### config.mk
export PLATFORM = sky130hd
export DESIGN_NAME = pattern_writer
export DESIGN_NICKNAME = d
export VERILOG_FILES = /design/src/rtl/pattern_writer.sv
export SDC_FILE = /design/constraint.sdc
export NUM_CORES = 1
export LEC_CHECK = 0
export BUFFER_PORTS_ARGS = -buffer_cell sky130_fd_sc_hd__buf_2
export CORE_MARGIN = 2
export CORE_UTILIZATION = 26
export CTS_CLUSTER_DIAMETER = 100
export DETAILED_ROUTE_END_ITERATION = 8
export PLACE_DENSITY = 0.46
export SLEW_MARGIN = 20
export SYNTH_ARGS = -nofsm -noshare
export SYNTH_HDL_FRONTEND = slang
export SYNTH_SLANG_ARGS = --single-unit
### constraint.sdc
create_clock -name clk_in -period 3.4 [get_ports clk_in]
set_clock_uncertainty 0.15 [all_clocks]
set_input_delay 0.51 -clock clk_in [delete_from_list [all_inputs] [get_ports clk_in]]
set_output_delay 0.51 -clock clk_in [all_outputs]
set_load 0.005 [all_outputs]
### src/rtl/pattern_writer.sv
// Raster test-pattern generator feeding the LED-matrix framebuffer write port.
// One registered write (x, y, colour) is held until accepted; an optional divider spaces writes out.
module pattern_writer #(
    parameter int WIDTH     = 64,
    parameter int HEIGHT    = 64,
    parameter int XW        = 6,
    parameter int YW        = 6,
    parameter int CW        = 3,
    parameter int DIV_W     = 4,
    parameter int CELL_LOG2 = 3
) (
    input  logic             clk_in,
    input  logic             reset_n,
    input  logic             start,
    input  logic             continuous,
    input  logic [2:0]       mode,
    input  logic [DIV_W-1:0] divider,
    input  logic [CW-1:0]    color_a,
    input  logic [CW-1:0]    color_b,
    input  logic             write_ready,
    output logic             write_en,
    output logic [XW-1:0]    write_x,
    output logic [YW-1:0]    write_y,
    output logic [CW-1:0]    write_color,
    output logic             busy,
    output logic             frame_done
);
    typedef enum logic [1:0] {IDLE, WRITE, WAIT} state_t;

    state_t           state;
    logic [2:0]       mode_q;
    logic [DIV_W-1:0] div_q;
    logic [DIV_W-1:0] wait_cnt;
    logic [CW-1:0]    ca_q;
    logic [CW-1:0]    cb_q;

    logic             row_end;
    logic             last;
    logic [XW-1:0]    nx;
    logic [YW-1:0]    ny;

    function automatic logic [CW-1:0] pixel_color(
        input logic [2:0]    m,
        input logic [CW-1:0] a,
        input logic [CW-1:0] b,
        input logic [XW-1:0] x,
        input logic [YW-1:0] y
    );
        logic [31:0]   xe;
        logic [31:0]   ye;
        logic [XW-1:0] yx;
        xe = 32'(x);
        ye = 32'(y);
        yx = XW'(y);
        pixel_color = '0;
        case (m)
            3'd0: pixel_color = a;
            3'd1: pixel_color = (xe < 32'(WIDTH / 2)) ? a : b;
            3'd2: pixel_color = (ye < 32'(HEIGHT / 2)) ? a : b;
            3'd3: pixel_color = ((((xe ^ ye) >> CELL_LOG2) & 32'd1) != 32'd0) ? b : a;
            3'd4: pixel_color = x[XW-1 -: CW];
            3'd5: pixel_color = CW'(x ^ yx);
            default: pixel_color = '0;
        endcase
    endfunction

    always_comb begin
        row_end = (write_x == XW'(WIDTH - 1));
        last    = row_end && (write_y == YW'(HEIGHT - 1));
        nx      = row_end ? '0 : write_x + XW'(1);
        ny      = row_end ? write_y + YW'(1) : write_y;
    end

    always_ff @(posedge clk_in) begin
        if (!reset_n) begin
            state       <= IDLE;
            mode_q      <= '0;
            div_q       <= '0;
            ca_q        <= '0;
            cb_q        <= '0;
            wait_cnt    <= '0;
            write_en    <= 1'b0;
            write_x     <= '0;
            write_y     <= '0;
            write_color <= '0;
            busy        <= 1'b0;
            frame_done  <= 1'b0;
        end else begin
            frame_done <= 1'b0;
            case (state)
                IDLE: begin
                    if (start) begin
                        mode_q      <= mode;
                        div_q       <= divider;
                        ca_q        <= color_a;
                        cb_q        <= color_b;
                        write_x     <= '0;
                        write_y     <= '0;
                        write_color <= pixel_color(mode, color_a, color_b, '0, '0);
                        write_en    <= 1'b1;
                        busy        <= 1'b1;
                        state       <= WRITE;
                    end
                end
                WRITE: begin
                    if (write_ready) begin
                        if (last) begin
                            frame_done <= 1'b1;
                            write_x    <= '0;
                            write_y    <= '0;
                            if (continuous) begin
                                mode_q      <= mode;
                                div_q       <= divider;
                                ca_q        <= color_a;
                                cb_q        <= color_b;
                                write_color <= pixel_color(mode, color_a, color_b, '0, '0);
                            end else begin
                                write_color <= '0;
                                write_en    <= 1'b0;
                                busy        <= 1'b0;
                                state       <= IDLE;
                            end
                        end else begin
                            write_x     <= nx;
                            write_y     <= ny;
                            write_color <= pixel_color(mode_q, ca_q, cb_q, nx, ny);
                        end
                        // Gap after a write uses the divider of the frame that write belonged to.
                        if ((!last || continuous) && div_q != '0) begin
                            write_en <= 1'b0;
                            wait_cnt <= div_q;
                            state    <= WAIT;
                        end
                    end
                end
                WAIT: begin
                    if (wait_cnt == DIV_W'(1)) begin
                        wait_cnt <= '0;
                        write_en <= 1'b1;
                        state    <= WRITE;
                    end else begin
                        wait_cnt <= wait_cnt - DIV_W'(1);
                    end
                end
                default: state <= IDLE;
            endcase
        end
    end
endmodule

==> summary.txt, run 1 <==
Final layout
  – Layout area overhead: 14.4%
  – Commonest non-fill, non-tap cell in the layout: nand2_1
  – Fillers: 970
  – N_diodes: 0
  – Multi-input gate area: 1480 sq um
  – Nets@finish: 350
  – Commonest non-fill, non-tap cells in the layout: 39 x nand2_1, 37 x dfxtp_1, 35 x buf_2
  – Storage cell area: between 700 and 800 sq um
  – Layout cell share with drive strength beyond 1: 17.6%

Clocking
  – CTS tree: done
  – CTS Hold Bufs: 0
  – Insertion delay to the later sink of the worst-skew pair: 0.30 ns
  – Clock transition at path regs: 0.09 ns
  – Total CTS buffers: 5
  – H-tree Lvls: 2
  – Post-CTS setup buffers: 0
  – # resized after CTS: 0
  – Clock root cell: clkbuf_8
  – Clock Sinks: 37
  – Clock buffer depth: 2

Critical path
  – Worst-path maximum fanout: 18
  – WP data required: 3.44 ns
  – Max stage delay cell, worst path: dfxtp_1
  – Worst setup SP type: flip-flop
  – Reg2reg start: write_x[0]
  – Worst Setup SP: write_x[0]
  – Crit path DAT: 2.93 ns
  – Crit path largest cell delay: ~0.52 ns
  – Crit path kind: flip-flop to flip-flop
  – Cell Chain, Critical Path: ha_1 -> nand3_4 -> nor4_4 -> a21oi_2 -> nor2_2 -> mux2i_1 -> nor2b_1
  – Worst setup EP type: flip-flop

GRT
  – GRT Util Overall: 14.1%
  – Vias in the first global route: approximately 2.2k
  – Largest net degree at the start of global routing: 40
  – First-pass GRT wire length: 11.1 mm
  – Grt ovf: 0
  – Number of antenna violations at the first check in global routing: 0

Timing
  – Total negative slack: 0 ns
  – Final Setup Violations: 0
  – Worst slew pin tran: 0.689 ns
  – Worst Setup Slack, final: 0.511 ns
  – RSZ-0062 raised after global routing: no
  – Worst hold slack: 0.307 ns
  – Share of the clock period used by the worst path: a little over four fifths
  – Slew headroom: between 50% and 60%
  – Final slew viol count: 0
  – Final min period: 2.89 ns
  – Max Clk Rate: 0.346 GHz
  – Final hold violations: 0

Synthesis
  – Mapped Nets: between 300 and 400
  – Register area share after synthesis: about a third
  – Post-synth top area share: 31.5%
  – Number of enable flip-flop cells after synthesis: 0
  – Synth async-reset ratio: 0%
  – Yosys top cell by area: dfxtp_1
  – Cells after Synth: around 300
  – Flops & latches, synth: 37
  – Ys flop type: dfxtp_1
  – YS warnings: 0
  – Netlist cell types: 52
  – Syn avg cell area: 7.78 sq um
  – Top cells by area, synth: dfxtp_1 32%, o21ai_0 6.6%, nand2_1 6.2%
  – Mapped Area: between 2000 and 2500 sq um

Pwr
  – VDD IR-drop max: 0.124 mV
  – Lkg Pwr: ~1.0 nW
  – Pwr dens: between 300 and 400 nW/um^2

Drt
  – Final WL: ~6.5 mm
  – TritonRoute pass-1 iters: 4
  – Vias: approximately 2.2k
  – Vias/cell: between 5 and 6
  – DRC errors left: 0
  – Antenna Nets Post-Route: 0
  – Routed len/inst: 14.9 um
  – DR iter-0 viols: about 110

Placement
  – Pre-CTS WS: ~0.5 ns
  – Gpl congestion: 0.783
  – Port bufs: 35
  – Hpwl dp: approximately 4.7 mm

Outcome
  – Outcome: finished clean

Floorplan
  – Starting Density: 26.8%
  – Cell row count: 34
  – Die ar.: 9820 sq um
  – Io pins: 36
  – Die X: ~99 um
  – Vert. Die Dim: between 90 and 100 um
  – Core area: between 8000 and 9000 sq um

Min path
  – Worst hold start: divider[3]
  – Tightest Hold Check Type: input port to flip-flop

Job
  – Max Cap Violations: 0
-- cell usage after synthesis (all sizes together), types with 4 or more instances --
cell    instances
nand4           4
nor2b          11
a21oi          11
a211oi          4
xnor2           5
ha              4
nand2          40
dfxtp          37
mux2i           7
a21boi         19
nand2b          4
clkbuf         13
buf             7
a31oi           4
nor2           17
o21ai          32
nor3            7
o21a            7
nor4            4
nor3b           4
nand3           9
inv            11
-- worst paths after layout --
| kind | to | slack, ns | cells past startpoint |
|---|---|---|---|
| max | ca_q[2] | 0.51 | 7 |
| min | div_q[3] | 0.31 | 3 |
| max reg2reg | ca_q[2] | 0.51 | 7 |
| min reg2reg | write_y[5] | 0.36 | 2 |
-- cell type report --
cell class,instances,share of cell area [%]
multi-input cells,234,54.9
flip-flops and latches,37,27.5
repair buffers,39,7.63
well taps,108,5.02
clock buffers,5,2.56
inverters,11,1.53
clock inverters,3,0.837
-- report_power, final --
group	leakage, nW	internal, mW	total (mW)	switching (mW)
Sequential	0.302	0.462	0.495	0.0331
Clock	0.0481	0.146	0.323	0.177
Combinational	0.656	0.0813	0.198	0.116
Total	1.01	0.689	1.02	0.327
-- flip-flops by register name, indices dropped and copies added (netlist names) --
register	cells
busy	1
write_color	3
state	2
write_x	6
wait_cnt	4
div_q	4
mode_q	3
write_y	6
frame_done	1
write_en	1
ca_q	3
cb_q	3
-- logic make-up after synthesis --
logic type	Yosys count	share of synthesized area, %
simple gates	116	26.2
compound gates	98	27.9
flops	37	31.5
buf+inv	31	5.69
mux	9	3.94
xor+xnor	7	2.61
fa+ha+maj	4	2.13
-- critical path, delay by kind of cell (launching register included) --
| family | cells | cell delay [ns] |
|---|---|---|
| flops | 1 | 0.52 |
| fa+ha+maj | 1 | 0.42 |
| mux | 1 | 0.25 |
| simple gates | 4 | 1.15 |
| compound gates | 1 | 0.29 |
-- per-stage QoR --
step                      utilization, %  total power [mW]  area (sq um)  cells
after floorplan                        -             0.642          2350    302
after CTS                           30.7              1.04          2690    437
after global placement              29.7             0.704          2600    429
after global routing                30.7              1.08          2690    437
final                               30.7              1.02          2690    437
after detailed placement            29.7             0.705          2600    429
-- layer usage --
layer | vias to the layer above | routed length (um) | global-route usage [%] | share of wire, %
li1 | 1143 | - | - | -
met1 | 1044 | 3430 | 20.7 | 53
met2 | 40 | 2820 | 21.2 | 43
met3 | 6 | 188 | 2.53 | 2.9
met4 | 0 | 84 | 3.79 | 1.3
met5 | - | 0 | 0 | 0
(Power assumes the default switching activity.)
==> run 2, diff against run 1 <==
- PLACE_DENSITY: 0.46 -> 0.47
- clock period: 3.4 -> 2.55 ns (I/O delays scaled with it)
==> summary.txt, run 2 (same netlist as run 1, synthesis figures left out) <==
Outcome
  – Outcome: finished clean

Clocking
  – CTS Hold Bufs: 0
  – CTS tree: done
  – Total CTS buffers: 5
  – Clock Sinks: 37
  – Clock buffer depth: 2
  – Post-CTS setup buffers: 0
  – # resized after CTS: 0
  – Clock root cell: clkbuf_8
  – Clock transition at path regs: 0.08 ns
  – Insertion delay to the later sink of the worst-skew pair: 0.30 ns
  – H-tree Lvls: 2

Timing
  – Share of the clock period used by the worst path: 89.7%
  – Max Clk Rate: 0.437 GHz
  – Worst Setup Slack, final: 0.263 ns
  – Final min period: 2.29 ns
  – Final Setup Violations: 0
  – Slew headroom: a little under two thirds
  – Final hold violations: 0
  – Worst slew pin tran: around 0.54 ns
  – Total negative slack: 0 ns
  – Final slew viol count: 0
  – RSZ-0062 raised after global routing: no

Placement
  – Hpwl dp: 4.87 mm
  – Post-placement cell area: 2700 sq um
  – Pre-CTS WS: between 0.2 and 0.3 ns
  – Dpl cells: 443
  – Port bufs: 35
  – Gpl congestion: 0.828

Critical path
  – Crit path kind: flip-flop to flip-flop
  – Worst setup EP type: flip-flop
  – Crit path largest cell delay: 0.44 ns
  – WP data required: 2.57 ns
  – Max stage delay cell, worst path: a2111oi_1
  – Cell Chain, Critical Path: ha_1 -> nand3_4 -> nor4_2 -> xnor2_1 -> o32ai_1 -> a2111oi_1 -> o221ai_1
  – Worst-path maximum fanout: 8
  – Crit path DAT: between 2 and 2.5 ns
  – Worst setup SP type: flip-flop

GRT
  – Gr busiest metal: met2
  – Met3 Resource Use GR: 2.53%
  – Number of antenna violations at the first check in global routing: 0
  – Vias in the first global route: 2230
  – Largest net degree at the start of global routing: 29
  – Met2 Usage GRT: 22.5%
  – GRT Util Overall: between 10% and 20%
  – Grt ovf: 0
  – First-pass GRT wire length: 11.1 mm
  – Grt met1 use: 18.8%

Pwr
  – VDD IR-drop max: 0.223 mV
  – P_sw: 0.429 mW
  – Pwr dens: 520 nW/um^2
  – Sw frac: 29.3%
  – Clock power frac: 35.4%
  – Sequential group share of total power: 44.5%
  – Int Pwr: 1.04 mW
  – Lkg Pwr: 1.09 nW
  – Logic pwr share: 20.1%

Floorplan
  – Core area: between 8000 and 9000 sq um
  – Die X: 99.1 um
  – Vert. Die Dim: 99.1 um
  – Io pins: 36
  – Starting Density: 26.8%
  – Die ar.: 9820 sq um
  – Cell row count: 34

Drt
  – Final WL: 6.58 mm
  – Routed len/inst: 14.6 um
  – Vias/cell: 5.00
  – Vias: 2256
  – DR iter-0 viols: 78
  – DRC errors left: 0
  – TritonRoute pass-1 iters: 4
  – Antenna Nets Post-Route: 0

Final layout
  – Commonest non-fill, non-tap cells in the layout: 39 x nand2_1, 37 x dfxtp_1, 35 x buf_2
  – Layout area overhead: 19.7%
  – Finished Cell Area: 2820 sq um
  – Top Registers: write_x (6), write_y (6)
  – Layout cell share with drive strength beyond 1: around a fifth
  – Fillers: 961
  – Commonest non-fill, non-tap cell in the layout: nand2_1
  – Post-Layout Cell Count: 451
  – Nets@finish: between 300 and 400
  – N_diodes: 0

Min path
  – Tightest Hold Check Type: input port to flip-flop

Job
  – Max Cap Violations: 0
==> run 2: changes by cell type in the layout (fill, tap and decap cells not counted) <==
| cell | change |
|---|---|
| clkinv_4 | -1 |
| bufinv_16 | +1 |
| clkinv_2 | -1 |
| clkbuf_1 | +1 |
| buf_4 | +14 |
==> run 2: power groups by stage <==
stage / Combinational (mW) / Sequential [mW] / Clock [mW]
2_1_floorplan: 0.202 / 0.653 / 0
3_3_place_gp: 0.294 / 0.665 / 0
3_5_place_dp: 0.295 / 0.664 / 0
4_1_cts: 0.296 / 0.651 / 0.536
5_1_grt: 0.335 / 0.657 / 0.557
6_report: 0.294 / 0.651 / 0.518
==> run 2: routing by layer <==
metal / share of wire, % / vias to the layer above
li1: - / 1163
met1: 50 / 1044
met2: 46 / 39
met3: 3.3 / 10
met4: 1.2 / 0
met5: 0 / -
==> run 2: per-stage QoR <==
stage / hold slack, ns / util (%) / power (mW)
2_1_floorplan: 0.306 / - / 0.855
3_3_place_gp: 0.342 / 30.9 / 0.958
3_5_place_dp: 0.337 / 30.9 / 0.959
4_1_cts: 0.180 / 32.1 / 1.48
5_1_grt: 0.194 / 32.1 / 1.55
6_report: 0.185 / 32.1 / 1.46
==> run 2: path summary, 6_finish.rpt <==
kind | startpoint | endpoint | slack [ns] | cells past startpoint
worst max-delay path | write_x[0] | write_color[0] | 0.26 | 7
worst min-delay path | divider[2] | div_q[2] | 0.19 | 3
worst max register to register | write_x[0] | write_color[0] | 0.26 | 7
worst min register to register | busy | busy | 0.35 | 2
==> run 2: critical path: cells and delay by family (launching register included) <==
kind / cells / cell delay (ns)
adder cells (fa/ha/maj): 1 / 0.23
AO/OA/AOI/OAI: 3 / 0.78
AND/OR/NAND/NOR: 2 / 0.45
flip-flops: 1 / 0.34
XOR/XNOR: 1 / 0.21
==> run 2: layout make-up <==
| type | instances | area (sq um) | share of cell area (%) |
|---|---|---|---|
| Multi-Input combinational cell | 234 | 1480 | 52.4 |
| Sequential cell | 37 | 741 | 26.3 |
| Timing Repair Buffer | 53 | 310 | 11.0 |
| Tap cell | 108 | 135 | 4.80 |
| Clock buffer | 6 | 72.6 | 2.58 |
| Inverter | 11 | 41.3 | 1.47 |
| Clock inverter | 2 | 38.8 | 1.38 |
==> run 3, diff against run 2 <==
==> constraint.sdc (replaced) <==
create_clock -name clk_in -period 2.55 [get_ports clk_in]
set_clock_uncertainty 0.15 [all_clocks]
set_input_delay 0.255 -clock clk_in [delete_from_list [all_inputs] [get_ports clk_in]]
set_output_delay 0.255 -clock clk_in [all_outputs]
set_load 0.005 [all_outputs]
==> summary.txt, run 3 (same netlist as run 1, synthesis figures left out) <==
Timing
  – Slew headroom: 56.5%
  – Share of the clock period used by the worst path: 90.7%
  – Max Clk Rate: 0.432 GHz
  – Final hold violations: 0
  – Final slew viol count: 0
  – RSZ-0062 raised after global routing: no
  – Worst hold slack: around 0.057 ns
  – Final min period: approximately 2.3 ns
  – Final Setup Violations: 0
  – Total negative slack: 0 ns
  – Worst slew pin tran: roughly 0.65 ns

Critical path
  – Max stage delay cell, worst path: a2111oi_1
  – Worst setup EP type: flip-flop
  – Worst setup SP type: flip-flop
  – Crit path max-delay family: compound AO/OA/AOI/OAI gates
  – Crit path DAT: 2.33 ns
  – Crit path largest cell delay: approximately 0.45 ns
  – WP data required: 2.57 ns
  – Crit path kind: flip-flop to flip-flop
  – Worst-path maximum fanout: 8
  – Buf+Inv Stages, Crit Path: 0
  – Cell Chain, Critical Path: ha_1 -> nand3_4 -> nor4_2 -> xnor2_1 -> o32ai_1 -> a2111oi_1 -> o221ai_1

Final layout
  – Layout area overhead: 19.4%
  – N_diodes: 0
  – Commonest non-fill, non-tap cell in the layout: nand2_1
  – Nets@finish: 363
  – Commonest non-fill, non-tap cells in the layout: 39 x nand2_1, 37 x dfxtp_1, 35 x buf_2
  – Top Registers: write_x (6), write_y (6)
  – Final Util: 32.0%
  – Layout cell share with drive strength beyond 1: 20.5%

Placement
  – Gpl congestion: 0.823
  – Hpwl dp: just under 5 mm
  – Port bufs: 35

Drt
  – Final WL: approximately 6.6 mm
  – DRC errors left: 0
  – Routed len/inst: 14.6 um
  – Antenna Nets Post-Route: 0
  – Vias: ~2.3k
  – DR iter-0 viols: 43
  – TritonRoute pass-1 iters: 4
  – Vias/cell: 5.08

GRT
  – GRT Util Overall: about 14%
  – Vias in the first global route: 2211
  – Number of antenna violations at the first check in global routing: 0
  – Grt ovf: 0
  – Gr busiest metal: met2
  – Met2 Usage GRT: 22.5%
  – Grt met1 use: 19.2%
  – First-pass GRT wire length: 11.2 mm
  – Largest net degree at the start of global routing: 40
  – Met3 Resource Use GR: 2.39%

Floorplan
  – Die X: 99.1 um
  – Starting Density: roughly 27%
  – Io pins: 36
  – Die ar.: 9820 sq um
  – Core area: roughly 9000 sq um
  – Vert. Die Dim: 99.1 um
  – Cell row count: 34

Pwr
  – Lkg Pwr: 1.08 nW
  – Pwr dens: approximately 520 nW/um^2
  – VDD IR-drop max: 0.241 mV

Clocking
  – Clock root cell: clkbuf_8
  – Post-CTS setup buffers: 0
  – Clock buffer depth: 2
  – Clock Sinks: 37
  – Total CTS buffers: 5
  – Clock transition at path regs: 0.08 ns
  – Insertion delay to the later sink of the worst-skew pair: ~0.3 ns
  – # resized after CTS: 0
  – H-tree Lvls: 2
  – CTS tree: done
  – CTS Hold Bufs: 0

Outcome
  – Outcome: finished clean

Job
  – Max Cap Violations: 0

Min path
  – Tightest Hold Check Type: input port to flip-flop
## run 3: cell count changes in the layout (fill, tap and decap cells not counted)
cell / delta
buf_4: -1
## run 3: tightest hold or removal path: stages
cell and delay, ns:
buf_2 0.09, nand2_1 0.04, a21boi_0 0.06
## run 3: power breakdown
group / total, mW / internal, mW / switching [mW]
combinational: 0.292 / 0.125 / 0.167
clock: 0.522 / 0.294 / 0.228
sequential: 0.651 / 0.615 / 0.0359
total: 1.47 / 1.03 / 0.431
## run 3: per-stage QoR
stage               area [sq um]  cells  setup WS [ns]  power, mW
finish                      2810    450          0.237       1.47
global route                2810    450         0.0312       1.55
CTS                         2810    450          0.243       1.48
detailed placement          2700    442          0.255      0.959
global placement            2700    442          0.345      0.958
floorplan                   2350    302          0.259      0.855
## run 3: worst paths after layout
check / start / end / slack (ns) / depth (start not counted)
worst max-delay path: write_x[0] / write_color[0] / 0.24 / 7
worst min-delay path: color_b[1] / cb_q[1] / 0.06 / 3
worst min register to register: write_y[5] / write_y[5] / 0.35 / 2
worst max register to register: write_x[0] / write_color[0] / 0.24 / 7
## run 3: cell type report
type	instances	area [sq um]
flip-flops and latches	37	741
repair buffers	52	303
clock buffers	6	72.6
multi-input cells	234	1480
fillers	967	5960
well taps	108	135
clock inverters	2	38.8
inverters	11	41.3
## run 3: per-layer routing
metal	vias to the layer above	wire (um)
met3	7	247
li1	1166	-
met1	1066	3290
met5	-	0
met2	45	2990
met4	0	61
